<file path="config.mk">
export PLATFORM = sky130hd
export DESIGN_NAME = caixa_eletronico_param
export DESIGN_NICKNAME = d
export VERILOG_FILES = /design/src/rtl/caixa_pkg.sv /design/src/rtl/caixa_eletronico_param_detecta_borda.sv /design/src/rtl/caixa_eletronico_param.sv
export SDC_FILE = /design/constraint.sdc
export NUM_CORES = 1
export LEC_CHECK = 0
export ABC_AREA = 0
export CORE_MARGIN = 5
export CORE_UTILIZATION = 49
export DETAILED_ROUTE_END_ITERATION = 10
export HOLD_SLACK_MARGIN = 0.06
export PLACE_DENSITY = 0.79
export SKIP_LAST_GASP = 1
export SLEW_MARGIN = 20
export SYNTH_ARGS = -nofsm -noshare
export SYNTH_HDL_FRONTEND = slang
export SYNTH_SLANG_ARGS = --single-unit
export TNS_END_PERCENT = 30
</file>
<file path="constraint.sdc">
create_clock -name clk_2 -period 1.88 [get_ports clk_2]
set_clock_uncertainty 0.2 [all_clocks]
set_input_delay 0.564 -clock clk_2 [delete_from_list [all_inputs] [get_ports clk_2]]
set_output_delay 0.564 -clock clk_2 [all_outputs]
set_load 0.005 [all_outputs]
</file>
<file path="src/rtl/caixa_pkg.sv">
// Shared types and constants for the parametrised ATM PIN-entry controller.
package caixa_pkg;

  typedef enum logic [2:0] {
    INICIAL        = 3'd0,
    LE_DIGITO      = 3'd1,
    VALIDA         = 3'd2,
    SAI_DINHEIRO   = 3'd3,
    DESTROI_CARTAO = 3'd4,
    ABORTA         = 3'd5
  } estado_t;

  // Widest packed PIN the digit extractor can handle.
  localparam int PIN_MAX_W = 64;

  localparam logic [7:0] SEG_TABLE [0:7] = '{
    8'h3F, 8'h06, 8'h5B, 8'h4F, 8'h66, 8'h6D, 8'h00, 8'h00
  };

  // Digit i of a packed PIN; digit 0 lives in the most significant slot.
  function automatic logic [31:0] pin_digit(input logic [PIN_MAX_W-1:0] pin,
                                            input int digit_w,
                                            input int pin_len,
                                            input int i);
    logic [PIN_MAX_W-1:0] sh;
    logic [PIN_MAX_W-1:0] mask;
    sh   = pin >> ((pin_len - 1 - i) * digit_w);
    mask = (PIN_MAX_W'(1) << digit_w) - PIN_MAX_W'(1);
    return 32'(sh & mask);
  endfunction

endpackage

</file>
<file path="src/rtl/caixa_eletronico_param_detecta_borda.sv">
// One-flop rising-edge detector: pulse is high for one cycle per 0->1 transition of in.
module detecta_borda (
  input  logic clk_2,
  input  logic reset,
  input  logic in,
  output logic pulse
);

  logic in_d;

  always_ff @(posedge clk_2) begin
    if (reset) in_d <= 1'b0;
    else       in_d <= in;
  end

  assign pulse = in & ~in_d;

endmodule

</file>
<file path="src/rtl/caixa_eletronico_param.sv">
// Parametrised ATM PIN-entry controller with lockout after MAX_TRIES wrong PINs.
// Define ATM_TIMEOUT_EN to abort PIN entry after TIMEOUT_CYC idle cycles.
module caixa_eletronico_param
  import caixa_pkg::*;
#(
  parameter int DIGIT_W   = 3,
  parameter int PIN_LEN   = 3,
  parameter int MAX_TRIES = 4,
  parameter logic [PIN_LEN*DIGIT_W-1:0] PIN = {3'd1, 3'd3, 3'd7},
  parameter int TIMEOUT_CYC = 1000
) (
  input  logic                           clk_2,
  input  logic                           reset,
  input  logic                           cartao,
  input  logic                           entra,
  input  logic [DIGIT_W-1:0]             cod,
  output logic                           dinheiro,
  output logic                           destroi,
  output logic [2:0]                     estado_o,
  output logic [$clog2(MAX_TRIES+1)-1:0] erros,
  output logic [$clog2(PIN_LEN+1)-1:0]   idx_o,
  output logic [7:0]                     seg_o
);

  localparam int ERR_W = $clog2(MAX_TRIES + 1);
  localparam int IDX_W = $clog2(PIN_LEN + 1);

  estado_t            estado_q;
  logic [ERR_W-1:0]   erros_q;
  logic [IDX_W-1:0]   idx_q;
  logic [DIGIT_W-1:0] dig_q [PIN_LEN];
  logic               ent_pulse;
  logic               digit_ok;
  logic               pin_ok;
  logic               timeout_hit;

  detecta_borda u_borda_entra (
    .clk_2 (clk_2),
    .reset (reset),
    .in    (entra),
    .pulse (ent_pulse)
  );

  assign digit_ok = ent_pulse && (cod != '0);

  always_comb begin
    pin_ok = 1'b1;
    for (int i = 0; i < PIN_LEN; i++) begin
      if (dig_q[i] != DIGIT_W'(pin_digit(PIN_MAX_W'(PIN), DIGIT_W, PIN_LEN, i)))
        pin_ok = 1'b0;
    end
  end

`ifdef ATM_TIMEOUT_EN
  localparam int TMR_W = $clog2(TIMEOUT_CYC + 1);
  logic [TMR_W-1:0] tmr_q;

  // Counts idle cycles in LE_DIGITO; held at zero everywhere else so entry starts fresh.
  always_ff @(posedge clk_2) begin
    if (reset || estado_q != LE_DIGITO || digit_ok) tmr_q <= '0;
    else if (tmr_q != TMR_W'(TIMEOUT_CYC))          tmr_q <= tmr_q + 1'b1;
  end

  assign timeout_hit = (tmr_q == TMR_W'(TIMEOUT_CYC - 1));
`else
  assign timeout_hit = 1'b0;
`endif

  always_ff @(posedge clk_2) begin
    if (reset) begin
      estado_q <= INICIAL;
      erros_q  <= '0;
      idx_q    <= '0;
      for (int i = 0; i < PIN_LEN; i++) dig_q[i] <= '0;
    end else begin
      case (estado_q)
        INICIAL: begin
          idx_q <= '0;
          for (int i = 0; i < PIN_LEN; i++) dig_q[i] <= '0;
          if (cartao && cod == '0) estado_q <= LE_DIGITO;
        end
        LE_DIGITO: begin
          // Card removal wins over a simultaneous key press and the timeout.
          if (!cartao) begin
            estado_q <= ABORTA;
          end else if (digit_ok) begin
            for (int i = 0; i < PIN_LEN; i++)
              if (idx_q == IDX_W'(i)) dig_q[i] <= cod;
            if (idx_q == IDX_W'(PIN_LEN - 1)) estado_q <= VALIDA;
            else                              idx_q    <= idx_q + 1'b1;
          end else if (timeout_hit) begin
            estado_q <= ABORTA;
          end
        end
        VALIDA: begin
          if (pin_ok) begin
            estado_q <= SAI_DINHEIRO;
            erros_q  <= '0;
          end else begin
            if (erros_q != ERR_W'(MAX_TRIES)) erros_q <= erros_q + 1'b1;
            if (erros_q >= ERR_W'(MAX_TRIES - 1)) estado_q <= DESTROI_CARTAO;
            else                                  estado_q <= INICIAL;
          end
        end
        SAI_DINHEIRO: begin
          if (!cartao) estado_q <= INICIAL;
        end
        DESTROI_CARTAO: begin
          estado_q <= DESTROI_CARTAO;
        end
        ABORTA: begin
          idx_q <= '0;
          for (int i = 0; i < PIN_LEN; i++) dig_q[i] <= '0;
          estado_q <= INICIAL;
        end
        default: estado_q <= INICIAL;
      endcase
    end
  end

  assign dinheiro = (estado_q == SAI_DINHEIRO);
  assign destroi  = (estado_q == DESTROI_CARTAO);
  assign estado_o = estado_q;
  assign erros    = erros_q;
  assign idx_o    = idx_q;
  assign seg_o    = SEG_TABLE[estado_q];

endmodule

</file>
==> summary.md <==
| Metric | Value |
|---|---|
| Fin worst setup slack | `-0.1119 ns` |
| FMAX | `~500 MHz` |
| Reg-to-reg slack, setup | `-0.11 ns` |
| Hold Path End | `erros[1]` |
| DRC Markers | `0` |
| Via/cell ratio | `5.442` |
| VDD IR max | `0.2756 mV` |
| Cell Area, Synth | `1079 µm²` |
| Die width | `56.92 µm` |
| Combinational group share of total power | `20.9%` |
| Met3 WL | `~140 µm` |
| Port buffer count | `23` |
| Mapped Avg Cell Area | `10.47 µm²` |
| Largest net degree at the start of global routing | `11` |
| Yosys cell types | `around 40` |
| Mapped Nets | `117` |
| Routed wire length | `2759 µm` |
| Register bit total from synthesis | `18` |
| Uppermost layer routed | `met4` |
| Mean routed wirelength per cell | `~15 µm` |
| Met2 routed WL | `about 1400 µm` |
| Hold WC Path Type | `flop to flop` |
| Drt pass-1 iters | `4` |
| HP Start | `erros[1]` |
| Antenna diodes | `0` |
| Clock slew at reported path FFs | `0.10 ns` |
| Multiplexer share of the synthesized area | `0.9281%` |
| Crit path launch type | `flop` |
| Die height | `56.92 µm` |
| I/O pin cnt | `25` |
| Unrepaired setup endpoints after global routing | `yes` |
| Worst skew pair latency | `0.29 ns` |
| CTS tree | `done` |
| Placer Congestion | `around 0.73` |
| Setup CP Type | `flop to flop` |
| Area grow syn2layout | `49.54%` |
| Violated checks | `setup timing` |
| All-Layer GR Usage | `17.74%` |
| CP required | `1.69 ns` |
| Core footprint | `2148 µm²` |
| Pwr Density | `492.2 nW/µm²` |
| Seq/Total Area, Yosys | `41.76%` |
| Overflow after GRT | `0` |
| Final Max Slew Viols | `0` |
| Sequential share of power | `approximately 55%` |
| Met1 Routed Length | `1106 µm` |
| Reg2reg end | `dig_q[0][0]` |
| TritonCTS buffer count | `3` |
| Pre-CTS WS | `-0.6110 ns` |
| Worst reg2reg path depth | `6` |
| Hold_buf cts | `0` |
| First-pass GRT wire length | `around 4500 µm` |
| Vias in the first global route | `about 1000` |
| Syn Inst Count | `between 100 and 150` |
| Sw Share | `about a quarter` |
| Leakage Power | `0.7184 nW` |
| Pwr Total | `0.0007938 W` |
| CP Data Arrival Time | `1.80 ns` |
| Run status | `finished with violations` |
| Post-DP Area | `1464 µm²` |
| Pint | `0.0005925 W` |
| Clk pwr share | `about 25%` |
| Crit path capture type | `flop` |
| Slew headroom | `64.87%` |
| Synth Area in Compound Gates | `16.59%` |
| Via count | `985` |
| Worst Tran Pin Value | `approximately 0.52 ns` |
| Std-Cell Rows | `17` |
| Nets@finish | `168` |
| H-Tree Depth | `1` |
| Initial Utilization | `50.20%` |
| Die area | `about 3200 µm²` |
| Final Cycle Share | `106.0%` |
| Simple-Gate Fraction of Synth Area | `about a quarter` |
| DP HPWL | `1864 µm` |
| Xor-xnor portion of the synthesized cell area | `around 2.4%` |
| Initial antenna violation count | `0` |
| Crit path max fanout | `6` |
| Adder-cell share of the synthesized area | `8.121%` |
| Filler instances | `131` |
| Hold depth | `1` |
| Final Critical Period | `1.992 ns` |
| Clk buf depth | `2` |
| Final hold vios | `0` |
| Reg2reg start | `estado_o[2]` |
| Yosys warning total | `0` |
| Max_cap viols | `0` |
| Largest family of logic cells by synthesized area | `simple AND/OR/NAND/NOR gates` |
| DRT iter0 DRCs | `27` |
| Setup-failing EPs final | `31` |
| Share of cells above drive strength 1 | `41.18%` |
| Root Buffer | `clkbuf_4` |
| # clock sinks | `18` |
| Antenna viol nets, final | `0` |
| Final Cell Area | `between 1500 and 2000 µm²` |
| P_sw | `approximately 0.00020 W` |
-- metal layers --
metal	vias up	GRT usage (%)
met4	0	7.285
met5	-	0
li1	476	-
met3	9	3.678
met1	456	19.94
met2	44	32.14
-- state kept, by name, indices dropped and copies added (netlist names) --
| register | count |
|---|---|
| idx_o | 2 |
| estado_o | 3 |
| u_borda_entra.in_d | 1 |
| dig_q | 9 |
| erros | 3 |
-- timing repair --
action	4_1_cts	5_1_grt
endpoints found under the setup margin	40	36
pin swaps	5	4
gates resized for setup	65	14
setup buffers	5	3
-- critical path, cell delays in order, from the launching register on --
cell	delay, ns
dfxtp_4	0.37
buf_6	0.14
buf_6	0.12
nand3b_4	0.17
nor4b_4	0.37
buf_4	0.17
a21o_1	0.17
-- power groups by stage --
stage / Sequential (W) / Clock [W] / Combinational, W
floorplan: 0.000444 / 0 / 0.0000644
global placement: 0.000445 / 0 / 0.000145
detailed placement: 0.000446 / 0 / 0.000147
CTS: 0.000437 / 0.000195 / 0.000153
global route: 0.000435 / 0.000215 / 0.000177
finish: 0.000433 / 0.000195 / 0.000166
-- synthesized netlist by cell type --
| master | count | area share (%) |
|---|---|---|
| a211o_1 | 1 | 0.81 |
| edfxtp_1 | 9 | 25 |
| nor4b_2 | 1 | 1.4 |
| buf_2 | 3 | 1.4 |
| nor3_4 | 1 | 1.5 |
| or3_1 | 1 | 0.58 |
| nand3b_4 | 1 | 1.9 |
| inv_1 | 9 | 3.1 |
| o31ai_2 | 1 | 1.2 |
| nor2b_1 | 3 | 1.7 |
| and2_1 | 3 | 1.7 |
| nor4b_1 | 1 | 0.81 |
| a221oi_1 | 1 | 0.81 |
| or4b_4 | 1 | 1.3 |
| a21o_1 | 3 | 2.1 |
| o311a_1 | 1 | 0.93 |
| buf_4 | 2 | 1.4 |
| xor2_1 | 1 | 0.81 |
| nor4_4 | 1 | 2.0 |
| nand3_1 | 1 | 0.46 |
| mux2i_1 | 1 | 0.93 |
| a21oi_1 | 6 | 2.8 |
| o21ai_0 | 3 | 1.4 |
| ha_1 | 7 | 8.1 |
| dfxtp_1 | 9 | 17 |
| conb_1 | 1 | 0.35 |
| xnor2_1 | 2 | 1.6 |
| nand2_1 | 6 | 2.1 |
| a211oi_1 | 1 | 0.70 |
| o32a_1 | 1 | 0.93 |
| nor2_1 | 6 | 2.1 |
| nand2b_1 | 1 | 0.58 |
| nor3b_1 | 2 | 1.4 |
| nor3b_2 | 1 | 1.2 |
| a41o_1 | 2 | 1.9 |
| a311o_1 | 1 | 0.93 |
| nor4_1 | 1 | 0.58 |
| nor3_1 | 4 | 1.9 |
| nand4b_1 | 1 | 0.81 |
| a221oi_2 | 1 | 1.4 |
| o31a_1 | 1 | 0.81 |
-- cells in the final DEF (no fill, tap or decap), drive strengths merged, types with 3 or more instances in the layout --
| cell type | Yosys | layout |
|---|---|---|
| dlygate4sd2 | 0 | 8 |
| a21o | 3 | 3 |
| ha | 7 | 7 |
| clkdlybuf4s50 | 0 | 4 |
| inv | 9 | 9 |
| o21ai | 3 | 3 |
| nor2 | 6 | 6 |
| a21oi | 6 | 6 |
| dfxtp | 9 | 9 |
| nor3 | 5 | 5 |
| nor3b | 3 | 3 |
| nor2b | 3 | 3 |
| nand2 | 6 | 6 |
| buf | 5 | 37 |
| clkbuf | 0 | 3 |
| edfxtp | 9 | 9 |
| and2 | 3 | 3 |
-- how the worst max path moves through the flow --
stage	from	endpoint	slack, ns	cells past startpoint
after floorplan	estado_o[0]	seg_o[3]	0.03	4
after global placement	entra	dig_q[0][8]	-0.54	5
after detailed placement	entra	dig_q[0][4]	-0.61	5
after CTS	erros[0]	erros[0]	-0.18	1
after global routing	estado_o[2]	dig_q[0][5]	-0.18	6
final	estado_o[2]	dig_q[0][0]	-0.11	6
-- stage by stage --
stage | utilization (%) | setup TNS [ns] | cells | hold slack (ns)
2_1_floorplan | - | 0 | 103 | 0.3372
3_3_place_gp | 68.14 | -12.93 | 169 | 0.3468
3_5_place_dp | 68.14 | -14.03 | 169 | 0.3703
4_1_cts | 72.22 | -1.661 | 178 | 0.3837
5_1_grt | 75.07 | -4.747 | 181 | 0.3680
6_report | 75.07 | -2.385 | 181 | 0.3482
-- kinds of logic (layout without fill, tap and decap cells) --
group,Yosys count,in the layout
muxes,1,1
other,1,1
AOI/OAI and AO/OA,23,23
and+or+nand+nor,36,36
adders and majority gates,7,7
xor gates and xnor gates,3,3
DFF,18,18
buffers and inverters,14,64
-- cell type report --
| type | count | area [µm²] | area share (%) |
|---|---|---|---|
| Inverter | 9 | 36.28 | 2.250 |
| Multi-Input combinational cell | 71 | 631.9 | 39.18 |
| Timing Repair Buffer | 51 | 416.7 | 25.83 |
| Clock inverter | 1 | 3.754 | 0.2327 |
| Sequential cell | 18 | 466.7 | 28.94 |
| Clock buffer | 3 | 22.52 | 1.396 |
| Tap cell | 28 | 35.03 | 2.172 |
(Power assumes the default switching activity.)
